### config.mk
export PLATFORM = sky130hd
export DESIGN_NAME = wave_analyzer
export DESIGN_NICKNAME = d
export VERILOG_FILES = /design/src/rtl/funcgen_pkg.sv /design/src/rtl/sample_tick_gen.sv /design/src/rtl/wave_analyzer.sv
export SDC_FILE = /design/constraint.sdc
export NUM_CORES = 1
export LEC_CHECK = 0
export BUFFER_PORTS_ARGS = -buffer_cell sky130_fd_sc_hd__buf_2
export CORE_ASPECT_RATIO = 1.25
export CORE_MARGIN = 4
export CORE_UTILIZATION = 42
export DETAILED_ROUTE_END_ITERATION = 10
export PLACE_DENSITY = 0.64
export SKIP_CTS_REPAIR_TIMING = 1
export SLEW_MARGIN = 10
export SYNTH_ARGS = -nofsm -noshare
export SYNTH_HDL_FRONTEND = slang
export SYNTH_SLANG_ARGS = --single-unit
### constraint.sdc
create_clock -name clk -period 6.2 [get_ports clk]
set_input_delay 0.31 -clock clk [delete_from_list [all_inputs] [get_ports clk]]
set_output_delay 0.31 -clock clk [all_outputs]
set_load 0.02 [all_outputs]
### src/rtl/funcgen_pkg.sv
// Shared definitions for the function generator capture and generation paths.
// Holds the analyzer FSM encoding and the common sample/LUT sizing.
package funcgen_pkg;

  localparam int SAMPLE_W_DEF = 8;
  localparam int LUT_LEN      = 512;

  typedef enum logic [2:0] {
    ST_IDLE  = 3'd0,
    ST_AMP   = 3'd1,
    ST_ARM   = 3'd2,
    ST_EDGE1 = 3'd3,
    ST_LOW   = 3'd4,
    ST_HIGH  = 3'd5,
    ST_FIN   = 3'd6
  } wa_state_e;

endpackage

### src/rtl/sample_tick_gen.sv
// Sample-rate divider: one tick every clk_div+1 cycles, restartable by clr.
// The divisor is latched on clear and on each wrap so a change lands cleanly.
module sample_tick_gen (
  input  logic        clk,
  input  logic        rst_n,
  input  logic        clr,
  input  logic [31:0] clk_div,
  output logic        tick
);

  logic [31:0] cnt_q, cnt_d;
  logic [31:0] div_q, div_d;

  assign tick = (cnt_q == div_q);

  always_comb begin
    cnt_d = cnt_q + 32'd1;
    div_d = div_q;
    if (clr || tick) begin
      cnt_d = '0;
      div_d = clk_div;
    end
  end

  always_ff @(posedge clk or negedge rst_n) begin
    if (!rst_n) begin
      cnt_q <= '0;
      div_q <= '0;
    end else begin
      cnt_q <= cnt_d;
      div_q <= div_d;
    end
  end

endmodule

### src/rtl/wave_analyzer.sv
// Single-shot measurement of min, max and period of a sampled periodic waveform,
// using a hysteresis crossing detector and a saturating period counter as timeout.
module wave_analyzer
  import funcgen_pkg::*;
#(
  parameter int SAMPLE_W = SAMPLE_W_DEF,
  parameter int WINDOW   = LUT_LEN,
  parameter int HYST     = 8,
  parameter int PERIOD_W = 24
) (
  input  logic                clk,
  input  logic                rst_n,
  input  logic [SAMPLE_W-1:0] adc_in,
  input  logic [31:0]         clk_div,
  input  logic                start,
  output logic                busy,
  output logic                done,
  output logic [SAMPLE_W-1:0] min_out,
  output logic [SAMPLE_W-1:0] max_out,
  output logic [PERIOD_W-1:0] period_out,
  output logic                flat,
  output logic                timeout
);

  localparam int                 CNT_W    = $clog2(WINDOW);
  localparam logic [CNT_W-1:0]   LAST_SMP = CNT_W'(WINDOW - 1);
  localparam logic [SAMPLE_W-1:0] HYST_S  = SAMPLE_W'(HYST);
  localparam logic [SAMPLE_W:0]  HYST_X   = (SAMPLE_W+1)'(HYST);
  localparam logic [SAMPLE_W:0]  FLAT_LIM = (SAMPLE_W+1)'(2 * HYST);

  wa_state_e state_q, state_d;

  logic [SAMPLE_W-1:0] min_q, min_d, max_q, max_d;
  logic [SAMPLE_W-1:0] lo_th_q, lo_th_d, hi_th_q, hi_th_d;
  logic [CNT_W-1:0]    smp_cnt_q, smp_cnt_d;
  logic [PERIOD_W-1:0] per_cnt_q, per_cnt_d;
  logic [SAMPLE_W-1:0] min_out_q, min_out_d, max_out_q, max_out_d;
  logic [PERIOD_W-1:0] period_q, period_d;
  logic                flat_q, flat_d, timeout_q, timeout_d;

  logic                tick, start_acc;
  logic [SAMPLE_W-1:0] amp_min, amp_max, mid, lo_new, hi_new;
  logic [SAMPLE_W:0]   amp_sum, amp_span, hi_sum;
  logic                win_end, is_flat, below, above, per_sat;

  assign start_acc = start && (state_q == ST_IDLE);

  sample_tick_gen u_tick (
    .clk     (clk),
    .rst_n   (rst_n),
    .clr     (start_acc),
    .clk_div (clk_div),
    .tick    (tick)
  );

  // Amplitude window result including the sample arriving on this tick.
  always_comb begin
    amp_min  = (adc_in < min_q) ? adc_in : min_q;
    amp_max  = (adc_in > max_q) ? adc_in : max_q;
    amp_sum  = {1'b0, amp_min} + {1'b0, amp_max};
    mid      = SAMPLE_W'(amp_sum >> 1);
    amp_span = {1'b0, amp_max} - {1'b0, amp_min};
    hi_sum   = {1'b0, mid} + HYST_X;
    lo_new   = (mid >= HYST_S) ? (mid - HYST_S) : '0;
    hi_new   = hi_sum[SAMPLE_W] ? '1 : hi_sum[SAMPLE_W-1:0];
  end

  assign win_end = tick && (state_q == ST_AMP) && (smp_cnt_q == LAST_SMP);
  assign is_flat = (amp_span < FLAT_LIM);
  assign below   = (adc_in <= lo_th_q);
  assign above   = (adc_in >= hi_th_q);
  assign per_sat = &per_cnt_q;

  always_ff @(posedge clk or negedge rst_n) begin
    if (!rst_n) begin
      state_q   <= ST_IDLE;
      min_q     <= '0;
      max_q     <= '0;
      lo_th_q   <= '0;
      hi_th_q   <= '0;
      smp_cnt_q <= '0;
      per_cnt_q <= '0;
      min_out_q <= '0;
      max_out_q <= '0;
      period_q  <= '0;
      flat_q    <= 1'b0;
      timeout_q <= 1'b0;
    end else begin
      state_q   <= state_d;
      min_q     <= min_d;
      max_q     <= max_d;
      lo_th_q   <= lo_th_d;
      hi_th_q   <= hi_th_d;
      smp_cnt_q <= smp_cnt_d;
      per_cnt_q <= per_cnt_d;
      min_out_q <= min_out_d;
      max_out_q <= max_out_d;
      period_q  <= period_d;
      flat_q    <= flat_d;
      timeout_q <= timeout_d;
    end
  end

  // Timeout takes priority over any crossing seen on the same tick.
  always_comb begin
    state_d = state_q;
    case (state_q)
      ST_IDLE:  if (start) state_d = ST_AMP;
      ST_AMP:   if (win_end) state_d = is_flat ? ST_FIN : ST_ARM;
      ST_ARM:   if (tick) begin
                  if (per_sat)    state_d = ST_FIN;
                  else if (below) state_d = ST_EDGE1;
                end
      ST_EDGE1: if (tick) begin
                  if (per_sat)    state_d = ST_FIN;
                  else if (above) state_d = ST_LOW;
                end
      ST_LOW:   if (tick) begin
                  if (per_sat)    state_d = ST_FIN;
                  else if (below) state_d = ST_HIGH;
                end
      ST_HIGH:  if (tick) begin
                  if (per_sat || above) state_d = ST_FIN;
                end
      ST_FIN:   state_d = ST_IDLE;
      default:  state_d = ST_IDLE;
    endcase
  end

  always_comb begin
    min_d     = min_q;
    max_d     = max_q;
    lo_th_d   = lo_th_q;
    hi_th_d   = hi_th_q;
    smp_cnt_d = smp_cnt_q;
    per_cnt_d = per_cnt_q;
    min_out_d = min_out_q;
    max_out_d = max_out_q;
    period_d  = period_q;
    flat_d    = flat_q;
    timeout_d = timeout_q;
    if (start_acc) begin
      min_d     = '1;
      max_d     = '0;
      smp_cnt_d = '0;
      per_cnt_d = '0;
      min_out_d = '0;
      max_out_d = '0;
      period_d  = '0;
      flat_d    = 1'b0;
      timeout_d = 1'b0;
    end else if (tick && (state_q == ST_AMP)) begin
      min_d     = amp_min;
      max_d     = amp_max;
      smp_cnt_d = smp_cnt_q + CNT_W'(1);
      if (win_end) begin
        min_out_d = amp_min;
        max_out_d = amp_max;
        lo_th_d   = lo_new;
        hi_th_d   = hi_new;
        per_cnt_d = '0;
        if (is_flat) begin
          flat_d   = 1'b1;
          period_d = '0;
        end
      end
    end else if (tick && (state_q inside {ST_ARM, ST_EDGE1, ST_LOW, ST_HIGH})) begin
      if (per_sat) begin
        timeout_d = 1'b1;
        period_d  = '1;
      end else begin
        per_cnt_d = per_cnt_q + PERIOD_W'(1);
        if (state_q == ST_EDGE1 && above) per_cnt_d = '0;
        if (state_q == ST_HIGH && above)  period_d  = per_cnt_q + PERIOD_W'(1);
      end
    end
  end

  always_comb begin
    busy = (state_q != ST_IDLE);
    done = (state_q == ST_FIN);
  end

  assign min_out    = min_out_q;
  assign max_out    = max_out_q;
  assign period_out = period_q;
  assign flat       = flat_q;
  assign timeout    = timeout_q;

endmodule

==> Yosys cells after proc, flatten, opt, wreduce, memory -nomap -nowiden <==
Index checks and enable logic that the tools add are counted.
{ "totals": {"ff_bits": 174, "in_bits": 43, "out_inout_bits": 44, "elab_cells": 129} }
{ "classes": {"n_addsub": 7, "magnitude_cmp": 6, "n_eq_ne": 22, "mux": 53, "bitwise": 1, "n_reduce_logical": 26} }
{ "op_table": {"columns": ["op", "n"], "rows": [
  ["24-bit 2-to-1 mux", 13],
  ["8-bit 2-to-1 mux", 14],
  ["3-bit 2-to-1 mux", 14],
  ["32-bit by 1-bit adder with 32-bit output (second input constant)", 1],
  ["32-bit == test", 1],
  ["32-bit 2-to-1 mux", 1],
  ["24-bit by 1-bit adder with 24-bit output (second input constant)", 1],
  ["24-bit AND reduction", 1],
  ["9-bit 2-to-1 mux", 2],
  ["3-bit case mux with 6 select lines", 1],
  ["2-bit != test (second input constant)", 7],
  ["3-bit AND reduction", 4],
  ["10-bit AND reduction", 1],
  ["2-bit nonzero test", 5],
  ["8-bit by 4-bit adder with 9-bit output (second input constant)", 1],
  ["8-bit by 8-bit adder with 9-bit output", 1],
  ["9-bit by 1-bit adder with 9-bit output (second input constant)", 1],
  ["3-bit == test (second input constant)", 3],
  ["9-bit == test (second input constant)", 1],
  ["9-bit by 5-bit less-than comparator with 1-bit output (second input constant)", 1],
  ["3-bit != test (second input constant)", 3],
  ["8-bit by 8-bit subtractor with 9-bit output", 1],
  ["8-bit by 4-bit greater-or-equal comparator with 1-bit output (second input constant)", 1],
  ["8-bit greater-or-equal comparator", 1],
  ["18 further kinds", 35]
]} }

==> Longest topological paths before layout <==
{ "depth": {"word_depth": 8, "ltp_mapped": 23, "depth_no_buf": 20} }

==> Hierarchy <==
Synthesis repeated with hierarchy kept, for this count alone.
{ "unflattened": {"hier_cells": 1115, "area_unflattened_um2": 10243.6} }
{ "by_module_without_submodules": {"columns": ["module", "instances", "cells_per_inst", "area_each_um2", "seq_area_each_um2"], "rows": [
  ["wave_analyzer", 1, 837, 7015.5, 2752.6],
  ["sample_tick_gen", 1, 278, 3228.1, 1601.5]
]} }

==> Worst setup path after synthesis <==
Ideal clock, no wire load.
{ "synth_path": {"kind": "register to register", "startpoint": "reg max_q[1]", "endpoint": "reg hi_th_q[7]", "setup_time_ps": 77, "arrival_time_ps": 4392, "required_ps": 6123, "path_slack_ps": 1731, "path_stages_with_launch": 20, "n_path_buf": 0, "period_less_slack_ps": 4469, "cell_sequence": "dfrtp_1 -> inv_1 -> ha_1 -> nor2b_1 -> o211a_1 -> o21a_1 -> nor2_1 -> mux2i_1 -> inv_1 -> ha_1 -> or2_2 -> nand3_1 -> nor2_1 -> a31oi_1 -> o211ai_1 -> a311oi_1 -> ha_1 -> a31oi_1 -> a311o_1 -> o21ai_1"} }
{ "synth_between": {"elab_chain_cells": 5} }
{ "synth_rtl": {"columns": ["element", "line_no", "text"], "rows": [
  ["from (decl)", "wave_analyzer.sv:33", "logic [SAMPLE_W-1:0] min_q, min_d, max_q, max_d;"],
  ["from (signal assigned)", "wave_analyzer.sv:91", "max_q <= max_d;"],
  ["8-bit > comparator", "wave_analyzer.sv:59", "amp_max = (adc_in > max_q) ? adc_in : max_q;"],
  ["8-bit 2-to-1 mux (*)", "wave_analyzer.sv:59", null],
  ["8-bit by 8-bit adder with 9-bit output (*)", "wave_analyzer.sv:60", "amp_sum = {1'b0, amp_min} + {1'b0, amp_max};"],
  ["8-bit by 4-bit adder with 9-bit output (*)", "wave_analyzer.sv:63", "hi_sum = {1'b0, mid} + HYST_X;"],
  ["8-bit 2-to-1 mux (*)", "wave_analyzer.sv:65", "hi_new = hi_sum[SAMPLE_W] ? '1 : hi_sum[SAMPLE_W-1:0];"],
  ["to (signal assigned)", "wave_analyzer.sv:93", "hi_th_q <= hi_th_d;"],
  ["to (decl)", "wave_analyzer.sv:34", "logic [SAMPLE_W-1:0] lo_th_q, lo_th_d, hi_th_q, hi_th_d;"]
]} }
Mark *: on every way between the ends. The rest lies on a longest branch, timed or not.
A chain may end at the register's enable or synchronous reset.

==> Worst setup path after layout <==
{ "layout_path": {"startpoint": "reg min_q[1]", "endpoint": "reg period_q[2] (netlist: period_out[2])"} }
{ "layout_between": {"elab_chain_cells": 6} }
{ "layout_rtl": {"columns": ["element", "line_no", "text"], "rows": [
  ["from (decl)", "wave_analyzer.sv:33", null],
  ["from (signal assigned)", "wave_analyzer.sv:90", "min_q <= min_d;"],
  ["8-bit less-than comparator", "wave_analyzer.sv:58", "amp_min = (adc_in < min_q) ? adc_in : min_q;"],
  ["8-bit 2-to-1 mux (*)", "wave_analyzer.sv:58", null],
  ["8-bit by 8-bit subtractor with 9-bit output (*)", "wave_analyzer.sv:62", "amp_span = {1'b0, amp_max} - {1'b0, amp_min};"],
  ["9-bit by 5-bit less-than comparator with 1-bit output (*)", "wave_analyzer.sv:69", "assign is_flat = (amp_span < FLAT_LIM);"],
  ["3-bit by 2-bit != test with 1-bit output (no source line) (*)", null, null],
  ["4-bit AND reduction (no source line) (*)", null, null],
  ["to (signal assigned)", "wave_analyzer.sv:98", "period_q <= period_d;"],
  ["to (decl)", "wave_analyzer.sv:38", "logic [PERIOD_W-1:0] period_q, period_d;"]
]} }
Marked as above.

==> flow_summary.toml <==
[synthesis]
yosysTopAreaCellShare = 0.445
postSynth.asyncResetShare = 1.00
synth_edf_count = 0
syn_inst = 1043
synth-seq-cells = 174
seq_area_frac_synth = 0.445
avgSynthCellArea_sq_um = 9.38
synth_largest_area_cell = "dfrtp_1"
syn_nets = 1138
syn_area_sq_mm = 0.00978
synth.distinct_cells = 61
synth_flop_cell = "dfrtp_1"
synth_warnings = 0
synth_area_leaders = "dfrtp_1 45%, ha_1 6.5%, xor2_1 6.4%, o21ai_0 4.1%, mux2_2 3.8%"

[place]
place_ws_ns = 1.09
portBuffers = 86
place_congestion = 0.852
hpwl_mm = 16.3

[critical_path]
crit_type = "reg2reg"
worstReg2RegEnd = "period_out[2]"
crit_path_max_incr_delay_ns = 0.65
r2r_cells = 17
timing.rr.start = "min_q[1]"
start_kind = "flop"
rrSetupSlack_ns = 1.10
critPathBufInv = 3
arrival_ns = 5.42
crit_end = "period_out[2]"
crit_slowest_cell = "o21ba_1"
end_kind = "flop"
crit_required_ns = 6.52
cp_max_fo = 24
critPathLaunch = "min_q[1]"
worst-path-stages = 17
path_cells = "inv_1 > ha_1 > a2111oi_2 > o21ba_1 > nor2_1 > a21oi_1 > inv_1 > ha_1 > or4_1 > nor2_1 > o31ai_1 > o211ai_1 > xnor2_1 > nor4b_4 > o22ai_2 > buf_4 > a22o_1"
crit_family = "compound AO/OA/AOI/OAI gates"

[timing]
hold_viol_final = 14
finalSetupTns_ns = 0
fin_hold_ws_ns = -0.0260
clock.fmax_mhz = 196
setup_violations = 0
rsz0062_at_grt = "no"
final_max_slew_viol_count = 0
worstMarginPinSlew_ns = 1.35
fin_crit_ns = 5.10
layout_setup_ws_ns = 1.10
maxSlewHeadroom = 0.0974
post-route-period-util = 0.823
clock_skew_ns = 0.0138

[min_path]
hp-class = "in2async"

[floorplan]
die-height_um = 179
rows = 62
die_w_um = 145
fp.dieArea_sq_mm = 0.0258
core_area_sq_mm = 0.0230
boundaryPins = 87
start_util = 0.426

[status]
violations = "hold timing"
status = "finished with violations"

[drt]
routedWlPerCell_um = 16.3
drt-initial-drc-count = 489
avgViaCountPerCell = 5.34
antenna_left = 0
dr.pass1.iters = 5
wl_mm = 23.1
num_vias = 7560
drc = 0

[power_and_ir_drop]
switching_share = 0.334
clkPwrFrac = 0.340
vdd_drop_max_mv = 0.220
p_comb_frac = 0.228
p_leak_nw = 5.44
p_int_mw = 2.18
p_sw_mw = 1.09
seqPwrFrac = 0.431
powerDensity_mw_per_mm2 = 294

[layout]
fillers = 2161
final_core_utilization = 0.484
layout-drive-gt1-share = 0.153
most-common-layout-cells = "174 x dfrtp_1, 99 x nor2_1, 90 x nand2_1"
final_common_cell = "dfrtp_1"
area_delta_synth_final_pct = 13.6
fin_nets = 1209
diodes = 0

[cts]
htreeDepth = 4
insertion_delay_ns = 0.43
cts_buffer_depth = 2
cts.sinks = 174
numCtsBuffers = 17
clk_pin_slew_worst_paths_ns = 0.07
tritoncts = "yes"
cts-root-buf = "clkbuf_16"

[grt]
grt_first_pass_wirelength_mm = 37.8
overflow = 0
grt_max_degree = 98
grt_use_total = 0.184
use_met1 = 0.243
grt_pass1_vias = 7415
use_met3 = 0.0303
grt-busiest-layer = "met2"
antenna_found_initial = 0
met2_usage = 0.308

[job]
drv_cap = 0
-- state kept, by name (all words and copies together) (netlist names) --
register,count
max_out,8
lo_th_q,8
timeout,1
min_out,8
period_out,24
u_tick.cnt_q,32
min_q,8
hi_th_q,8
u_tick.div_q,32
state_q,3
per_cnt_q,24
max_q,8
smp_cnt_q,9
flat,1
-- worst register-to-register path, delay by kind of cell (launching register included) --
family | cells | cell delay, ns
AND/OR/NAND/NOR | 4 | 1.13
XOR/XNOR | 1 | 0.14
AO/OA/AOI/OAI | 7 | 2.18
adder cells (fa/ha/maj) | 2 | 0.71
buffers and inverters | 3 | 0.42
flip-flops | 1 | 0.41
-- stage by stage --
step	area [sq um]	hold slack, ns	cells	total power, mW
floorplan	9780	0.0144	1043	1.96
finish	11100	-0.0260	1415	3.27
global route	11100	0.0536	1415	3.45
global placement	10500	0.466	1383	2.17
CTS	11100	0.0124	1415	3.31
detailed placement	10500	0.470	1383	2.19
-- power groups by stage --
stage / registers, mW / logic (mW) / clock network (mW)
2_1_floorplan: 1.38 / 0.586 / 0
3_3_place_gp: 1.43 / 0.737 / 0
3_5_place_dp: 1.43 / 0.751 / 0
4_1_cts: 1.41 / 0.756 / 1.14
5_1_grt: 1.43 / 0.834 / 1.19
6_report: 1.41 / 0.746 / 1.11
-- logic make-up after synthesis --
group,after synthesis,share of synthesized area
compound gates,227,0.143
xor+xnor,89,0.0797
fa+ha+maj,53,0.0683
buf+inv,104,0.0416
flops,174,0.445
mux,44,0.0498
simple gates,352,0.172
-- cell type report --
class,count,area [sq um],share of cell area
multi-input cells,765,5040,0.453
repair buffers,96,512,0.0461
well taps,288,360,0.0324
flip-flops and latches,174,4350,0.392
clock inverters,15,196,0.0177
clock buffers,17,425,0.0383
inverters,60,225,0.0203
-- synthesized netlist by cell type (all sizes together), types with 2 or more instances --
library cell,count
xor2,71
o21bai,3
a21o,6
dfrtp,174
a21boi,2
nor2b,11
nor4,11
a211oi,4
mux2,34
ha,51
o31ai,6
a22o,24
clkbuf,34
or2,4
o21a,5
nand2,90
buf,10
o211ai,5
or3,6
a21oi,52
and2,6
a31oi,17
and3,14
o21ai,86
o22ai,4
and4,3
nor2,99
or4,3
o211a,3
nand2b,13
nor3,11
nand4,21
mux2i,10
nand3,55
xnor2,18
inv,59
-- worst min path at each step --
stage | slack (ns) | start | endpoint | cells past startpoint
global route | 0.05 | rst_n | u_tick.div_q[21] | 1
detailed placement | 0.47 | lo_th_q[6] | lo_th_q[6] | 2
CTS | 0.01 | rst_n | u_tick.div_q[6] | 1
finish | -0.03 | rst_n | u_tick.div_q[3] | 1
floorplan | 0.01 | rst_n | flat | 0
global placement | 0.47 | lo_th_q[6] | lo_th_q[6] | 2
-- metal layers --
layer / wire length [um] / share of wire / vias to the layer above
li1: - / - / 3786
met4: 415 / 0.018 / 0
met3: 567 / 0.025 / 29
met5: 0 / 0 / -
met2: 11400 / 0.49 / 120
met1: 10700 / 0.46 / 3625
Note: power is estimated with default switching activity, not from simulation.
